<file path="config.mk">
export PLATFORM = sky130hd
export DESIGN_NAME = plab2_proc_mul_arbiter
export DESIGN_NICKNAME = d
export VERILOG_FILES = /design/src/rtl/plab2_proc_mul_arb_pkg.sv /design/src/rtl/plab2_proc_RoundRobinArbiter.sv /design/src/rtl/plab2_proc_mul_arbiter.sv
export SDC_FILE = /design/constraint.sdc
export NUM_CORES = 1
export LEC_CHECK = 0
export CORE_MARGIN = 5
export CORE_UTILIZATION = 34
export DETAILED_ROUTE_END_ITERATION = 10
export PLACE_DENSITY_LB_ADDON = 0.12
export SETUP_SLACK_MARGIN = 0.2
export SYNTH_ARGS = -nofsm -noshare
export SYNTH_HDL_FRONTEND = slang
export SYNTH_SLANG_ARGS = --single-unit
</file>
<file path="constraint.sdc">
create_clock -name clk -period 2.1 [get_ports clk]
set_clock_uncertainty 0.1 [all_clocks]
set_input_delay 0.315 -clock clk [delete_from_list [all_inputs] [get_ports clk]]
set_output_delay 0.315 -clock clk [all_outputs]
set_load 0.05 [all_outputs]
</file>
<file path="src/rtl/plab2_proc_mul_arb_pkg.sv">
// Shared definitions for the shared-multiplier arbiter: FSM encoding and owner width.
// Optional TDM slot arbitration is enabled with PLAB2_PROC_MUL_ARB_TDM_EN.
`ifndef PLAB1_IMUL_MULDIV_REQ_MSG_NBITS
`define PLAB1_IMUL_MULDIV_REQ_MSG_NBITS 67
`endif

package plab2_proc_mul_arb_pkg;

  typedef enum logic [1:0] {
    IDLE  = 2'd0,
    ISSUE = 2'd1,
    WAIT  = 2'd2
  } arb_state_e;

  // Owner/pointer width; never zero so a degenerate single-requester build still elaborates.
  function automatic int owner_w(input int n);
    return (n > 1) ? $clog2(n) : 1;
  endfunction

endpackage

</file>
<file path="src/rtl/plab2_proc_RoundRobinArbiter.sv">
// Rotating-priority pick: first asserted val at or above rr_ptr, wrapping modulo p_nreqs.
module plab2_proc_RoundRobinArbiter
  import plab2_proc_mul_arb_pkg::*;
#(
  parameter int p_nreqs = 2,
  localparam int OW     = owner_w(p_nreqs)
) (
  input  logic [p_nreqs-1:0] val,
  input  logic [OW-1:0]      rr_ptr,
  output logic [p_nreqs-1:0] grant,
  output logic [OW-1:0]      winner,
  output logic               any
);

  always_comb begin
    int idx;
    idx    = 0;
    grant  = '0;
    winner = '0;
    any    = 1'b0;
    // Walk from the farthest candidate back to rr_ptr so the nearest one is written last.
    for (int k = p_nreqs - 1; k >= 0; k--) begin
      idx = int'(rr_ptr) + k;
      if (idx >= p_nreqs) idx = idx - p_nreqs;
      if (val[idx]) begin
        winner = OW'(idx);
        any    = 1'b1;
      end
    end
    if (any) grant[winner] = 1'b1;
  end

endmodule

</file>
<file path="src/rtl/plab2_proc_mul_arbiter.sv">
// Shares one variable-latency multiplier among p_nreqs requesters, one transaction in flight.
// Define PLAB2_PROC_MUL_ARB_TDM_EN for fixed time-slot grants instead of round-robin.
`ifndef PLAB1_IMUL_MULDIV_REQ_MSG_NBITS
`define PLAB1_IMUL_MULDIV_REQ_MSG_NBITS 67
`endif

module plab2_proc_mul_arbiter
  import plab2_proc_mul_arb_pkg::*;
#(
  parameter int p_nreqs       = 2,
  parameter int p_slot_cycles = 16,
  parameter int p_msg_nbits   = `PLAB1_IMUL_MULDIV_REQ_MSG_NBITS
) (
  input  logic                           clk,
  input  logic                           reset,
  input  logic [p_nreqs-1:0]             req_val,
  output logic [p_nreqs-1:0]             req_rdy,
  input  logic [p_nreqs*p_msg_nbits-1:0] req_msg,
  output logic [p_nreqs-1:0]             resp_val,
  input  logic [p_nreqs-1:0]             resp_rdy,
  output logic [31:0]                    resp_msg,
  output logic                           mul_req_val,
  input  logic                           mul_req_rdy,
  output logic [p_msg_nbits-1:0]         mul_req_msg,
  input  logic                           mul_resp_val,
  output logic                           mul_resp_rdy,
  input  logic [31:0]                    mul_resp_msg,
  input  logic                           sd
);

  localparam int OW = owner_w(p_nreqs);

  arb_state_e             state_q, state_d;
  logic [OW-1:0]          owner_q, owner_d;
  logic [OW-1:0]          rr_q, rr_d;
  logic [p_msg_nbits-1:0] msg_q, msg_d;

  logic [p_nreqs-1:0] arb_val, grant;
  logic [OW-1:0]      arb_ptr, winner;
  logic               any;

  // Domain label is carried for information-flow analysis only.
  logic unused_sd;
  assign unused_sd = sd;

`ifdef PLAB2_PROC_MUL_ARB_TDM_EN
  localparam int SW = (p_slot_cycles > 1) ? $clog2(p_slot_cycles) : 1;

  logic [SW-1:0]      slot_cnt_q;
  logic [OW-1:0]      slot_own_q;
  logic [p_nreqs-1:0] slot_mask;
  logic               window;

  always_ff @(posedge clk or negedge reset) begin
    if (!reset) begin
      slot_cnt_q <= '0;
      slot_own_q <= '0;
    end else if (slot_cnt_q == SW'(p_slot_cycles - 1)) begin
      slot_cnt_q <= '0;
      slot_own_q <= (slot_own_q == OW'(p_nreqs - 1)) ? '0 : slot_own_q + 1'b1;
    end else begin
      slot_cnt_q <= slot_cnt_q + 1'b1;
    end
  end

  // Grants close early so an accept-issue pair cannot spill into the next owner's slot.
  assign window = (slot_cnt_q <= SW'(p_slot_cycles - 4));

  always_comb begin
    slot_mask             = '0;
    slot_mask[slot_own_q] = 1'b1;
  end

  assign arb_val = window ? (req_val & slot_mask) : '0;
  assign arb_ptr = slot_own_q;
`else
  assign arb_val = req_val;
  assign arb_ptr = rr_q;
`endif

  plab2_proc_RoundRobinArbiter #(.p_nreqs(p_nreqs)) u_rr (
    .val    (arb_val),
    .rr_ptr (arb_ptr),
    .grant  (grant),
    .winner (winner),
    .any    (any)
  );

  always_ff @(posedge clk or negedge reset) begin
    if (!reset) begin
      state_q <= IDLE;
      owner_q <= '0;
      rr_q    <= '0;
      msg_q   <= '0;
    end else begin
      state_q <= state_d;
      owner_q <= owner_d;
      rr_q    <= rr_d;
      msg_q   <= msg_d;
    end
  end

  always_comb begin
    state_d      = state_q;
    owner_d      = owner_q;
    rr_d         = rr_q;
    msg_d        = msg_q;
    req_rdy      = '0;
    resp_val     = '0;
    mul_req_val  = 1'b0;
    mul_resp_rdy = 1'b0;
    case (state_q)
      IDLE: begin
        // Gated by reset so no grant is offered while reset is held.
        if (reset && any) begin
          req_rdy = grant;
          owner_d = winner;
          msg_d   = req_msg[int'(winner)*p_msg_nbits +: p_msg_nbits];
          rr_d    = (winner == OW'(p_nreqs - 1)) ? '0 : winner + 1'b1;
          state_d = ISSUE;
        end
      end
      ISSUE: begin
        mul_req_val = 1'b1;
        if (mul_req_rdy) state_d = WAIT;
      end
      WAIT: begin
        resp_val[owner_q] = mul_resp_val;
        mul_resp_rdy      = resp_rdy[owner_q];
        if (mul_resp_val && resp_rdy[owner_q]) state_d = IDLE;
      end
      default: state_d = IDLE;
    endcase
  end

  assign mul_req_msg = msg_q;
  assign resp_msg    = mul_resp_msg;

endmodule

</file>
==> out/summary.txt <==
status: complete, no violations
Reg power frac: 26.9%
Synth Area in Simple Gates: 20.6%
TritonCTS Buffers: 9
power share of the combinational group: 59.3%
Final setup viols: 0
Post-synth EDFFs: 0
fmax: 0.499 GHz
Worst-Skew Late Latency: 0.34 ns
Least-Margin Pin Slew: 0.648 ns
Synth top area share: 48.0%
Syn Area/Cell: 10.1 um^2
CTS tree: yes
Tcrit/Tclk final: 95.4%
WP data required: 1.68 ns
setup TNS: 0 ns
Yosys warnings: 0
GP Congestion: 0.772
Worst-path clk slew: 0.08 ns
Worst Setup End Kind: output port
Synth Area in XOR/XNOR: 0%
cell count after synthesis: 367
crit path DAT: 1.59 ns
H-tree levels: 3
Post-Synth Adder-Cell Area: 0%
Detail Placement HPWL: 9300 um
net count reported at finish: 716
Distinct cells, synth: 22
drt first-iter violations: 210
Post-synth top cells: dfrtp_1 (71), nand2_1 (71), a221o_1 (67)
Setup crit start kind: register
Die ar.: 13,100 um^2
Max Cap Violations: 0
first-pass GRT wire length: 21,000 um
type of the worst min-delay path: input port to asynchronous set/reset pin
Rel. slew slack: 56.8%
Yosys top cell by area: dfrtp_1
Synth Area in Compound Gates: 18.8%
clock power share: 13.8%
Routed WL per cell: 19.6 um
syn_nets: 542
Final ANT Viol Nets: 0
CTS root buffer: clkbuf_8
maximum root-to-sink buffer count: 2
Max Slew Vio Count: 0
Area contributors post-synth: dfrtp_1 (48%), a221o_1 (18%), nand2_1 (7.2%)
Seq cells post-synth: 71
Synth async-reset ratio: 100%
Final min period: 2.00 ns
First-pass DRT Iterations: 4
Starting Density: 34.5%
Worst VDD drop: 0.763 mV
main flop type after synthesis: dfrtp_1
antenna violations before repair: 0
detailed-route vias per instance: 5.30
std cell rows: 38
ANT cells: 0
# IOs: 280
largest family of logic cells by synthesized area: simple AND/OR/NAND/NOR gates
R2R depth: 5
Static Leak: 2.65 nW
vias in the first global route: 3,922
Total Routed Length: 13,400 um
CP Class: register to output port
RSZ-0062 raised after global routing: true
largest net degree at the start of global routing: 70
Total GRT Usage: 20.5%
Switching Fraction: 50.1%
Pwr per Cell Area: 1460 nW/um^2
Internal: 4.39 mW
drt drc: 0
GRT overflow: 0
clock tree sinks: 71
fin util: 56.0%
area delta synth->final: 62.4%
share of cells above drive strength 1: 13.0%
CORE AREA: 10,700 um^2
sequential-to-total area share from yosys stat: 48.0%
DIE WIDTH: 114 um
DR vias: 3,634
Switch Pwr: 4.41 mW
post-synthesis mux area share: 0.270%
Port Buffers: 214
Die Y: 114 um
CP max FO: 3
Cell Area, Synth: 3700 um^2
Final Hold Viols: 0
[cell type report]
class | count | area (um^2)
fill | 1001 | 4730
timing repair buffer | 234 | 2310
sequential | 71 | 1780
multi-input combinational | 221 | 1520
tap | 140 | 175
clock buffer | 10 | 128
clock inverter | 6 | 85.1
inverter | 4 | 15.0
[power groups by stage]
stage / combinational, mW / clock (mW) / sequential [mW]
3_5_place_dp: 5.61 / 0 / 2.39
2_1_floorplan: 1.59 / 0 / 4.50
3_3_place_gp: 5.59 / 0 / 2.38
5_1_grt: 5.47 / 1.30 / 2.44
6_report: 5.22 / 1.21 / 2.36
4_1_cts: 5.25 / 1.25 / 2.36
[placed cells by master, fill, tap and decap left out]
master / n
buf_2: 1
o21ai_0: 2
nor2b_2: 1
nor3_2: 19
clkinvlp_4: 2
and3_4: 1
nor2b_4: 2
clkinv_2: 2
nand2_1: 70
dlygate4sd2_1: 67
o21ai_4: 1
nor3b_4: 1
inv_1: 4
nor3b_1: 1
dlygate4sd3_1: 1
clkbuf_8: 9
dfrtp_1: 71
nand2_2: 1
nor3_1: 48
nand2b_1: 1
a21oi_1: 2
a221o_1: 67
mux2i_1: 1
or3b_4: 1
buf_12: 10
clkbuf_1: 1
buf_4: 16
bufinv_16: 2
nor2_2: 2
clkdlybuf4s50_1: 139
[per-layer routing]
metal	vias to the layer above	global-route usage, %	share of wire (%)
li1	1671	-	-
met1	1783	23.7	39
met2	130	35.2	51
met3	50	4.81	6.1
met4	0	10.5	4.1
met5	-	0	0
[stage by stage]
stage	instance area, um^2	hold WS, ns	total power, mW	setup slack [ns]	instances
after floorplan	3710	-0.0806	6.09	0.0342	367
after global placement	5820	0.247	7.98	0.112	664
after detailed placement	5820	0.244	8.00	0.109	664
after CTS	5990	0.00622	8.85	0.0734	685
after global routing	6010	0.0528	9.21	0.0320	686
final	6010	0.00506	8.80	0.0962	686
[critical path, stage by stage (launching register included)]
cell     delay, ns
dfrtp_1       0.40
or3b_4        0.43
nor3b_4       0.24
buf_12        0.17
[cell families (layout without fill, tap and decap cells)]
kind of cell	after synthesis	in the layout
simple gates	148	148
buf+inv	75	254
compound gates	72	72
flops	71	71
mux	1	1
[state kept, by name, summed over array words and instances (netlist names)]
name	cells
arb_ptr	1
mul_req_msg	67
owner_q	1
state_q	2
[what timing repair did]
action | 4_1_cts | 5_1_grt
gates cloned | 0 | 0
hold buffers | 1 | 0
buffers inserted | 4 | 1
gates resized for setup | 68 | 6
pin swaps | 2 | 2
endpoints found under the hold margin | 23 | 0
endpoints found under the setup margin | 69 | 5
[final timing paths]
kind,startpoint,endpoint,slack [ns]
worst min register to register,mul_req_msg[61]$_DFFE_PN0P_,mul_req_msg[61]$_DFFE_PN0P_,0.41
min in group clk,mul_req_msg[61]$_DFFE_PN0P_,mul_req_msg[61]$_DFFE_PN0P_,0.41
worst max-delay path,state_q[1]$_DFFE_PN0P_,req_rdy[1],0.1
worst max register to register,state_q[1]$_DFFE_PN0P_,mul_req_msg[23]$_DFFE_PN0P_,0.30
max in group asynchronous,reset,mul_req_msg[24]$_DFFE_PN0P_,1.25
worst min-delay path,reset,mul_req_msg[48]$_DFFE_PN0P_,0.005
(Power assumes the default switching activity.)
